$ cat src/rtl/output_pacer.sv
// Paced single-bit output driver: every level is held for DWELL_CYCLES clocks,
// requests arriving during a hold are merged (last wins) and applied when the hold ends.
module output_pacer #(
  parameter int CNT_W        = 16,
  parameter int DWELL_CYCLES = 65535,
  parameter int PULSE_CYCLES = 1000
) (
  input  logic clk,
  input  logic rst_n,
  input  logic req_on,
  input  logic req_off,
  input  logic req_toggle,
  input  logic req_pulse,
  output logic out_state,
  output logic changed_on,
  output logic changed_off,
  output logic busy,
  output logic pending
);

  typedef enum logic [1:0] {
    IDLE  = 2'd0,
    DWELL = 2'd1,
    PULSE = 2'd2
  } state_e;

  localparam logic [CNT_W-1:0] DwellLast = CNT_W'(DWELL_CYCLES - 1);
  localparam logic [CNT_W-1:0] PulseLast = CNT_W'(PULSE_CYCLES - 1);

  state_e           state_q;
  logic [CNT_W-1:0] cnt_q;
  logic             out_q;
  logic             on_q;
  logic             off_q;
  logic             pend_q;
  logic             tgt_q;

  logic lvl_req;
  logic lvl_tgt;
  logic ref_lvl;
  logic pulse_req;
  logic pend_d;
  logic tgt_d;

  // Request decode: off > on > toggle > pulse; pend_d/tgt_d hold the merged request.
  always_comb begin
    ref_lvl   = pend_q ? tgt_q : out_q;
    lvl_req   = req_off | req_on | req_toggle;
    lvl_tgt   = req_off ? 1'b0 : (req_on ? 1'b1 : ~ref_lvl);
    pulse_req = req_pulse & ~lvl_req;
    pend_d    = pend_q | lvl_req;
    tgt_d     = lvl_req ? lvl_tgt : tgt_q;
  end

  always_ff @(posedge clk or negedge rst_n) begin
    if (!rst_n) begin
      state_q <= IDLE;
      cnt_q   <= '0;
      out_q   <= 1'b0;
      on_q    <= 1'b0;
      off_q   <= 1'b0;
      pend_q  <= 1'b0;
      tgt_q   <= 1'b0;
    end else begin
      on_q  <= 1'b0;
      off_q <= 1'b0;
      case (state_q)
        IDLE: begin
          if (lvl_req && (lvl_tgt != out_q)) begin
            out_q   <= lvl_tgt;
            on_q    <= lvl_tgt;
            off_q   <= ~lvl_tgt;
            cnt_q   <= '0;
            state_q <= DWELL;
          end else if (pulse_req && !out_q) begin
            out_q   <= 1'b1;
            on_q    <= 1'b1;
            cnt_q   <= '0;
            state_q <= PULSE;
          end
        end
        DWELL: begin
          // The request sampled on the hold-end edge takes part in the decision.
          if (cnt_q == DwellLast) begin
            pend_q <= 1'b0;
            tgt_q  <= 1'b0;
            cnt_q  <= '0;
            if (pend_d && (tgt_d != out_q)) begin
              out_q <= tgt_d;
              on_q  <= tgt_d;
              off_q <= ~tgt_d;
            end else begin
              state_q <= IDLE;
            end
          end else begin
            cnt_q  <= cnt_q + CNT_W'(1);
            pend_q <= pend_d;
            tgt_q  <= tgt_d;
          end
        end
        PULSE: begin
          pend_q <= pend_d;
          tgt_q  <= tgt_d;
          if (cnt_q == PulseLast) begin
            out_q   <= 1'b0;
            off_q   <= 1'b1;
            cnt_q   <= '0;
            state_q <= DWELL;
          end else begin
            cnt_q <= cnt_q + CNT_W'(1);
          end
        end
        default: begin
          state_q <= IDLE;
          cnt_q   <= '0;
        end
      endcase
    end
  end

  assign out_state   = out_q;
  assign changed_on  = on_q;
  assign changed_off = off_q;
  assign busy        = (state_q != IDLE);
  assign pending     = pend_q;

endmodule

$ cat config.mk
export PLATFORM = sky130hd
export DESIGN_NAME = output_pacer
export DESIGN_NICKNAME = d
export VERILOG_FILES = /design/src/rtl/output_pacer.sv
export SDC_FILE = /design/constraint.sdc
export NUM_CORES = 1
export LEC_CHECK = 0
export ABC_AREA = 1
export CORE_AREA = 2 2 79 81
export CTS_BUF_LIST = sky130_fd_sc_hd__clkbuf_8
export DETAILED_ROUTE_END_ITERATION = 8
export DIE_AREA = 0 0 81 83
export PLACE_DENSITY = 0.45
export SLEW_MARGIN = 30
export SYNTH_ARGS = -nofsm -noshare
export SYNTH_HDL_FRONTEND = slang
export SYNTH_SLANG_ARGS = --single-unit
$ cat constraint.sdc
create_clock -name clk -period 4.28 [get_ports clk]
set_input_delay 0.856 -clock clk [delete_from_list [all_inputs] [get_ports clk]]
set_output_delay 0.856 -clock clk [all_outputs]
set_load 0.02 [all_outputs]
# Yosys cells after proc, flatten, opt, wreduce, memory -nomap -nowiden
# Index checks and enable logic that the tools add are counted.
[word_totals] ff_bits=23 latchBits=0 mem_bits_rw=0 rom_bits=0 inputBits=6 elab_cells=72 mem_count=0
[classes] addsub=1 mul=0 div_mod_pow=0 n_lt_le_gt_ge=0 n_eq_ne=11 shift=0 mux=35 n_bitwise=8 n_reduce_logical=10
[op_table] operator="2-to-1 mux 16 bit" n=4
[op_table] operator="case mux 16 bit (3 select lines)" n=1
[op_table] operator="2-to-1 mux 1 bit" n=19
[op_table] operator="adder 16 x 1 -> 16 bit, second input constant" n=1
[op_table] operator="equality test 16 x 10 -> 1 bit, second input constant" n=1
[op_table] operator="equality test 16 bit, second input constant" n=1
[op_table] operator="2-to-1 mux 2 bit" n=5
[op_table] operator="inequality test 2 bit, second input constant" n=4
[op_table] operator="case mux 1 bit (2 select lines)" n=3
[op_table] operator="case mux 1 bit (3 select lines)" n=2
[op_table] operator="case mux 2 bit (3 select lines)" n=1
[op_table] operator="AND reduction 5 bit" n=1
[op_table] operator="NOT 1 bit" n=4
[op_table] operator="AND reduction 4 bit" n=1
[op_table] operator="nonzero test 2 bit" n=2
[op_table] operator="logical AND 1 bit" n=3
[op_table] operator="inequality test 3 bit, second input constant" n=1
[op_table] operator="bitwise OR 1 bit" n=3
[op_table] operator="nonzero test 3 bit" n=1
[op_table] operator="equality test 2 x 1 -> 1 bit, second input constant" n=1
[op_table] operator="equality test 2 bit, second input constant" n=1
[op_table] operator="zero test 2 bit" n=1
[op_table] operator="inequality test 1 bit" n=2
[op_table] operator="bitwise AND 1 bit" n=1
[op_table] operator="zero test 1 bit" n=1

# Depth between registers and ports, before layout
# Gate-level depths: netlist of the first run.
[logic_depth] word_depth=10 ltp_mapped=13

# Least setup slack after synthesis of the first run
# OpenSTA, ideal clock, no wires.
[synth_path] kind="input-to-reg" start="in req_off" end="reg state_q[1]" t_arrival_ps=1776 required_ps=4163 path_slack_ps=2388 path_stages=11 n_path_buf=0 path_cell_list="inv_1 nand2_1 inv_1 nand2_1 nand2_1 nand2_1 and2_1 nand3_1 nand2_1 nand2_1 nand2_1"
[synth_via] elab_chain_len=7 word_cells_on_any_way=17 classes_between="4 x eq/ne; 4 x mux; 5 x bitwise; 4 x reduce/logical"
[synth_rtl] element="start, declared" line="11" source="input logic req_off,"
[synth_rtl] element="bitwise OR 1 bit (2 in series)" line="48" source="lvl_req = req_off | req_on | req_toggle;"
[synth_rtl] element="2-to-1 mux 1 bit or NOT 1 bit (tied branches)" line="52, 50"
[synth_rtl] element="inequality test 1 bit or bitwise AND 1 bit (tied branches)" line="88, 50"
[synth_rtl] element="logical AND 1 bit, on equally long branches" line="88, 75"
[synth_rtl] element="inequality test 2 bit (no line) or inequality test 3 bit (tied branches)"
[synth_rtl] element="AND reduction 4 bit (no line)"
[synth_rtl] element="end signal, assigned" line="93" source="state_q <= IDLE;"
[synth_rtl] element="end signal, assigned" line="108" source="state_q <= DWELL;"
[synth_rtl] element="end signal, assigned" line="114" source="state_q <= IDLE;"
[synth_rtl] element="end, declared" line="30" source="state_e state_q;"
# Parallel ways exist; a longest one is shown, timed or not.
# A chain may end at the register's enable or synchronous reset.

# Worst setup path after layout of the first run
[layout_path] start="reg state_q[0]" end="out busy"
[layout_via] elab_chain_len=1
[layout_rtl] element="start signal, assigned" line="57" source="state_q <= IDLE;"
[layout_rtl] element="start signal, assigned" line="74" source="state_q <= DWELL;"
[layout_rtl] element="start signal, assigned" line="79" source="state_q <= PULSE;"
[layout_rtl] element="nonzero test 2 bit" line="124" source="assign busy = (state_q != IDLE);"
[layout_rtl] element="end, declared" line="17" source="output logic busy,"
# Every way passes these cells.

==> flow_summary.json, run 1 <==
{
  "outcome": "complete, no violations",
  "layout_min_cycle_time_ns": 2.60,
  "grt_setup_unrepaired": "false",
  "switchingPower_mw": 0.440,
  "rrSetupSlack_ns": 2.49,
  "syn_inst": 245,
  "io_buffers": 10,
  "finalHoldViolations": 0,
  "swShare": 0.477,
  "slew_violations": 0,
  "ys.warnings.count": 0,
  "clk_latency_ns": 0.27,
  "fin_skew_ns": 0.00494,
  "die_h_um": 83,
  "cp.arrival_ns": 1.75,
  "multi_input_area_sq_um": 968,
  "ant_nets": 0,
  "max_slew.worst_pin.slew_ns": 0.538,
  "cts_hold_buf": 0,
  "cp_max_fo": 4,
  "whs_ns": 0.545,
  "numCtsBuffers": 3,
  "synth-edff-count": 0,
  "cp-start-kind": "register",
  "final_nets": 271,
  "vias_per_cell": 4.76,
  "cts_setup_buffers": 0,
  "syn_area_sq_um": 1720,
  "firstDrtPassIters": 6,
  "drtIter0Drc": 111,
  "final_cell_mix": "55 x nand2_1, 36 x inv_1, 24 x nand3_1, 23 x dfrtp_1, 19 x nor2_1",
  "async_flop_share": 1.00,
  "setup_violations": 0,
  "synth-seq-area-share": 0.334,
  "routedWlPerCell_um": 12.3,
  "fp.dieArea_sq_um": 6720,
  "wirelength_um": 4090,
  "vias": 1584,
  "pre_cts_slack_ns": 1.64,
  "leakage_nw": 0.880,
  "final_common_cell": "nand2_1",
  "cts_sinks": 23,
  "core_sq_um": 5820,
  "grt_pass1_vias": 1555,
  "pwr-share-comb": 0.546,
  "seqCellArea_sq_um": 576,
  "grt_overflow": 0,
  "critPathRequiredTime_ns": 3.42,
  "root_buffer": "clkbuf_8",
  "synth_ff_type": "dfrtp_1",
  "fin_crit_sh": 0.608,
  "p_clk_frac": 0.150,
  "fmaxAchievable_mhz": 384,
  "drc": 0,
  "internal-power_mw": 0.483,
  "pwr-share-seq": 0.304,
  "die_w_um": 81,
  "gp_congestion": 0.795,
  "cts_resized": 0,
  "max_slew_margin": 0.641,
  "netlist-cell-type-count": 30,
  "clk_pin_slew_ns": 0.09,
  "maxCapViolCount": 0,
  "timing.final.ws_setup_ns": 1.68,
  "ir_drop_uv": 194,
  "pin_count": 11,
  "synth_nets": 257,
  "htree_levels": 1,
  "cp-end-kind": "output port",
  "synth-seq-cells": 23,
  "cts_tree": "built",
  "grt_pass1_wl_um": 7460,
  "start_util": 0.296,
  "areaGrowthSynthToFinish_pct": 12.9,
  "setup_tns_ns": 0,
  "grt_max_degree": 28,
  "dp_hpwl_um": 3120,
  "power_density_nw_per_um2": 475,
  "drive_above_1_share": 0.143,
  "syn_avg_cell_area_sq_um": 7.03,
  "power_mw": 0.923,
  "timing_worst_setup_path_type": "reg2out",
  "grt_antenna_before_repair": 0,
  "core.rowCount": 28,
  "diodes": 0,
  "cts_max_path_buffers": 2,
  "track_usage": 0.137,
  "n_fill_cell": 664,
  "hold_class": "reg2reg"
}
power by group through the flow:
stage | Clock (mW) | Combinational [mW] | Sequential (mW)
CTS | 0.149 | 0.511 | 0.282
floorplan | 0 | 0.373 | 0.300
global placement | 0 | 0.512 | 0.287
detailed placement | 0 | 0.508 | 0.286
global route | 0.156 | 0.578 | 0.288
finish | 0.139 | 0.504 | 0.281
critical path: stages (launching register included):
cell	delay (ns)
dfrtp_1	0.40
inv_1	0.08
ha_1	0.28
inv_1	0.11
clkdlybuf4s50_1	0.61
routing by layer:
layer	share of wire	global-route usage	vias up	wire length [um]
li1	-	-	821	-
met1	0.50	0.210	728	2030
met2	0.45	0.193	29	1840
met3	0.036	0.0141	6	147
met4	0.016	0.0586	0	65
met5	0	0	-	0
final timing paths:
| check | from | endpoint | cells past startpoint |
|---|---|---|---|
| worst max-delay path | state_q[0]$_DFFE_PN0P_ | busy | 4 |
| worst min-delay path | state_q[1]$_DFFE_PN0P_ | state_q[1]$_DFFE_PN0P_ | 2 |
| worst max register to register | out_state$_DFFE_PN0P_ | cnt_q[13]$_DFFE_PN0P_ | 11 |
| worst min register to register | state_q[1]$_DFFE_PN0P_ | state_q[1]$_DFFE_PN0P_ | 2 |
| max in group asynchronous | rst_n | changed_on$_DFF_PN0_ | 2 |
| min in group asynchronous | rst_n | cnt_q[0]$_DFFE_PN0P_ | 1 |
per-stage QoR:
step           std cells  cell area, sq um  utilization
3_3_place_gp         329              1900        0.327
5_1_grt              333              1940        0.334
2_1_floorplan        245              1720            -
4_1_cts              333              1940        0.334
3_5_place_dp         329              1900        0.326
6_report             333              1940        0.334
logic make-up (layout without fill, tap and decap cells):
family	count (synthesis)	in the layout	synth area share
adder cells (fa/ha/maj)	6	6	0.0436
flip-flops	23	23	0.334
buffers and inverters	43	56	0.103
AND/OR/NAND/NOR	139	139	0.409
XOR/XNOR	1	1	0.00509
AO/OA/AOI/OAI	33	33	0.105
state kept, by name (all words and copies together), names as in the netlist:
signal,flops
tgt_q,1
changed_on,1
pending,1
state_q,2
cnt_q,16
changed_off,1
out_state,1
Yosys cell counts, types with 6 or more instances:
cell	n	share of area
o21ai_0	10	0.029
nand2_1	55	0.12
nor2_1	19	0.041
nor2_2	6	0.022
nand2_2	9	0.033
a21oi_1	14	0.041
inv_1	35	0.076
dfrtp_1	23	0.33
nand4_1	10	0.036
nand3_1	24	0.070
ha_1	6	0.044
area by class of cell:
type	instances	area share
inverters	40	0.0773
well taps	75	0.0483
clock buffers	3	0.0212
clock inverters	1	0.00193
repair buffers	12	0.0567
flip-flops and latches	23	0.296
multi-input cells	179	0.498
No activity file was read; power rests on OpenSTA's default activity.
==> run 2: changes to the inputs <==
==> constraint.sdc (replaced) <==
create_clock -name clk -period 2.5 [get_ports clk]
set_input_delay 0.5 -clock clk [delete_from_list [all_inputs] [get_ports clk]]
set_output_delay 0.5 -clock clk [all_outputs]
set_load 0.02 [all_outputs]
==> flow_summary.json, run 2 (synthesis gave the netlist of run 1 again) <==
{
  "outcome": "complete, no violations",
  "areaGrowthSynthToFinish_pct": 12.7,
  "cts_tree": "built",
  "final_nets": 270,
  "fmaxAchievable_mhz": 443,
  "n_fill_cell": 655,
  "grt_pass1_wl_um": 7410,
  "layout_min_cycle_time_ns": 2.26,
  "numCtsBuffers": 3,
  "drtIter0Drc": 78,
  "p_clk_frac": 0.151,
  "drive_above_1_share": 0.136,
  "routedWlPerCell_um": 12.4,
  "ir_drop_uv": 430,
  "max_slew.worst_pin.slew_ns": 0.356,
  "diodes": 0,
  "regMostFlops": "cnt_q",
  "path_common_cell": "inv_1",
  "largest_register_ffs": 16,
  "root_buffer": "clkbuf_8",
  "fp.dieArea_sq_um": 6720,
  "grt_pass1_vias": 1532,
  "rrSetupSlack_ns": 0.68,
  "power_density_nw_per_um2": 823,
  "cp-start-kind": "register",
  "min_to": "state_q[1]$_DFFE_PN0P_",
  "setup_violations": 0,
  "drc": 0,
  "swShare": 0.482,
  "gp_congestion": 0.809,
  "grt_overflow": 0,
  "core_sq_um": 5820,
  "wirelength_um": 4130,
  "grt_antenna_before_repair": 0,
  "critPathRequiredTime_ns": 2.00,
  "final_common_cell": "nand2_1",
  "cts_hold_buf": 0,
  "timing_worst_setup_path_type": "reg2out",
  "core.rowCount": 28,
  "track_usage": 0.137,
  "maxCapViolCount": 0,
  "dp_cells": 328,
  "pre_cts_slack_ns": 0.220,
  "top_regs": "cnt_q x16, state_q x2",
  "multi_input_area_sq_um": 968,
  "clk_latency_ns": 0.27,
  "cp.arrival_ns": 1.76,
  "finalHoldViolations": 0,
  "fin_skew_ns": 0.00776,
  "die_h_um": 83,
  "vias_per_cell": 4.68,
  "worstHoldStart": "state_q[1]$_DFFE_PN0P_",
  "firstDrtPassIters": 4,
  "slew_violations": 0,
  "cts_sinks": 23,
  "cts_max_path_buffers": 2,
  "start_util": 0.296,
  "final_cell_mix": "55 x nand2_1, 36 x inv_1, 24 x nand3_1, 23 x dfrtp_1, 19 x nor2_1",
  "reg2regPathDepth": 11,
  "hold_class": "reg2reg",
  "pwr-share-seq": 0.302,
  "cp_max_fo": 4,
  "cts_setup_buffers": 0,
  "grt_max_degree": 28,
  "pin_count": 11,
  "cts_resized": 0,
  "grt_setup_unrepaired": "false",
  "leakage_nw": 0.875,
  "ant_nets": 0,
  "dp_hpwl_um": 3160,
  "io_buffers": 10,
  "final_cells": 332,
  "internal-power_mw": 0.827,
  "hold_depth": 2,
  "timing.final.ws_setup_ns": 0.241,
  "rr_endpoint": "cnt_q[13]$_DFFE_PN0P_",
  "pwr-share-comb": 0.547,
  "fin_crit_sh": 0.904,
  "crit_path_max_incr_delay_ns": 0.61,
  "max_slew_margin": 0.760,
  "die_w_um": 81,
  "cp-end-kind": "output port",
  "setup_tns_ns": 0,
  "clk_pin_slew_ns": 0.08,
  "seqCellArea_sq_um": 576,
  "crit_slowest_cell": "clkdlybuf4s50_1",
  "cp_cell_sequence": "inv_1 > ha_1 > inv_1 > clkdlybuf4s50_1",
  "vias": 1553,
  "htree_levels": 1,
  "switchingPower_mw": 0.770,
  "worstReg2RegStart": "out_state$_DFFE_PN0P_"
}
[run 2: power groups by stage]
| stage | registers, mW | clock network [mW] | logic (mW) |
|---|---|---|---|
| finish | 0.482 | 0.242 | 0.873 |
| global route | 0.495 | 0.270 | 0.983 |
| CTS | 0.483 | 0.256 | 0.876 |
| detailed placement | 0.491 | 0 | 0.872 |
| global placement | 0.493 | 0 | 0.874 |
| floorplan | 0.513 | 0 | 0.638 |
[run 2: area by class of cell]
cell class,instances,area share
Clock inverter,1,0.00193
Clock buffer,3,0.0213
Timing Repair Buffer,11,0.0554
Sequential cell,23,0.297
Multi-Input combinational cell,179,0.499
Tap cell,75,0.0484
Inverter,40,0.0774
[run 2: worst max path at each step]
| stage | start | end | slack (ns) | depth (start not counted) |
|---|---|---|---|---|
| 2_1_floorplan | req_off | state_q[1]$_DFFE_PN0P_ | 0.96 | 11 |
| 3_3_place_gp | req_off | cnt_q[13]$_DFFE_PN0P_ | 0.28 | 10 |
| 3_5_place_dp | req_off | cnt_q[13]$_DFFE_PN0P_ | 0.22 | 10 |
| 4_1_cts | state_q[0]$_DFFE_PN0P_ | busy | 0.22 | 4 |
| 5_1_grt | state_q[0]$_DFFE_PN0P_ | busy | 0.13 | 4 |
| 6_report | state_q[0]$_DFFE_PN0P_ | busy | 0.24 | 4 |
[run 2: routing by layer]
metal / vias up / track usage / routed length (um)
met5: - / 0 / 0
met4: 0 / 0.0277 / 34
met3: 2 / 0.0228 / 79
met2: 12 / 0.205 / 1830
met1: 714 / 0.206 / 2180
li1: 825 / - / -
[run 2: critical path, delay by kind of cell (launching register included)]
family / cells / cell delay (ns)
buffers and inverters: 3 / 0.81
DFF: 1 / 0.40
adders and majority gates: 1 / 0.29
[run 2: per-stage QoR]
stage,instance area (sq um),utilization,hold WS [ns],power (mW)
final,1940,0.334,0.542,1.60
after global routing,1940,0.334,0.590,1.75
after CTS,1940,0.334,0.552,1.61
after detailed placement,1900,0.326,0.531,1.36
after global placement,1900,0.326,0.538,1.37
after floorplan,1720,-,0.204,1.15
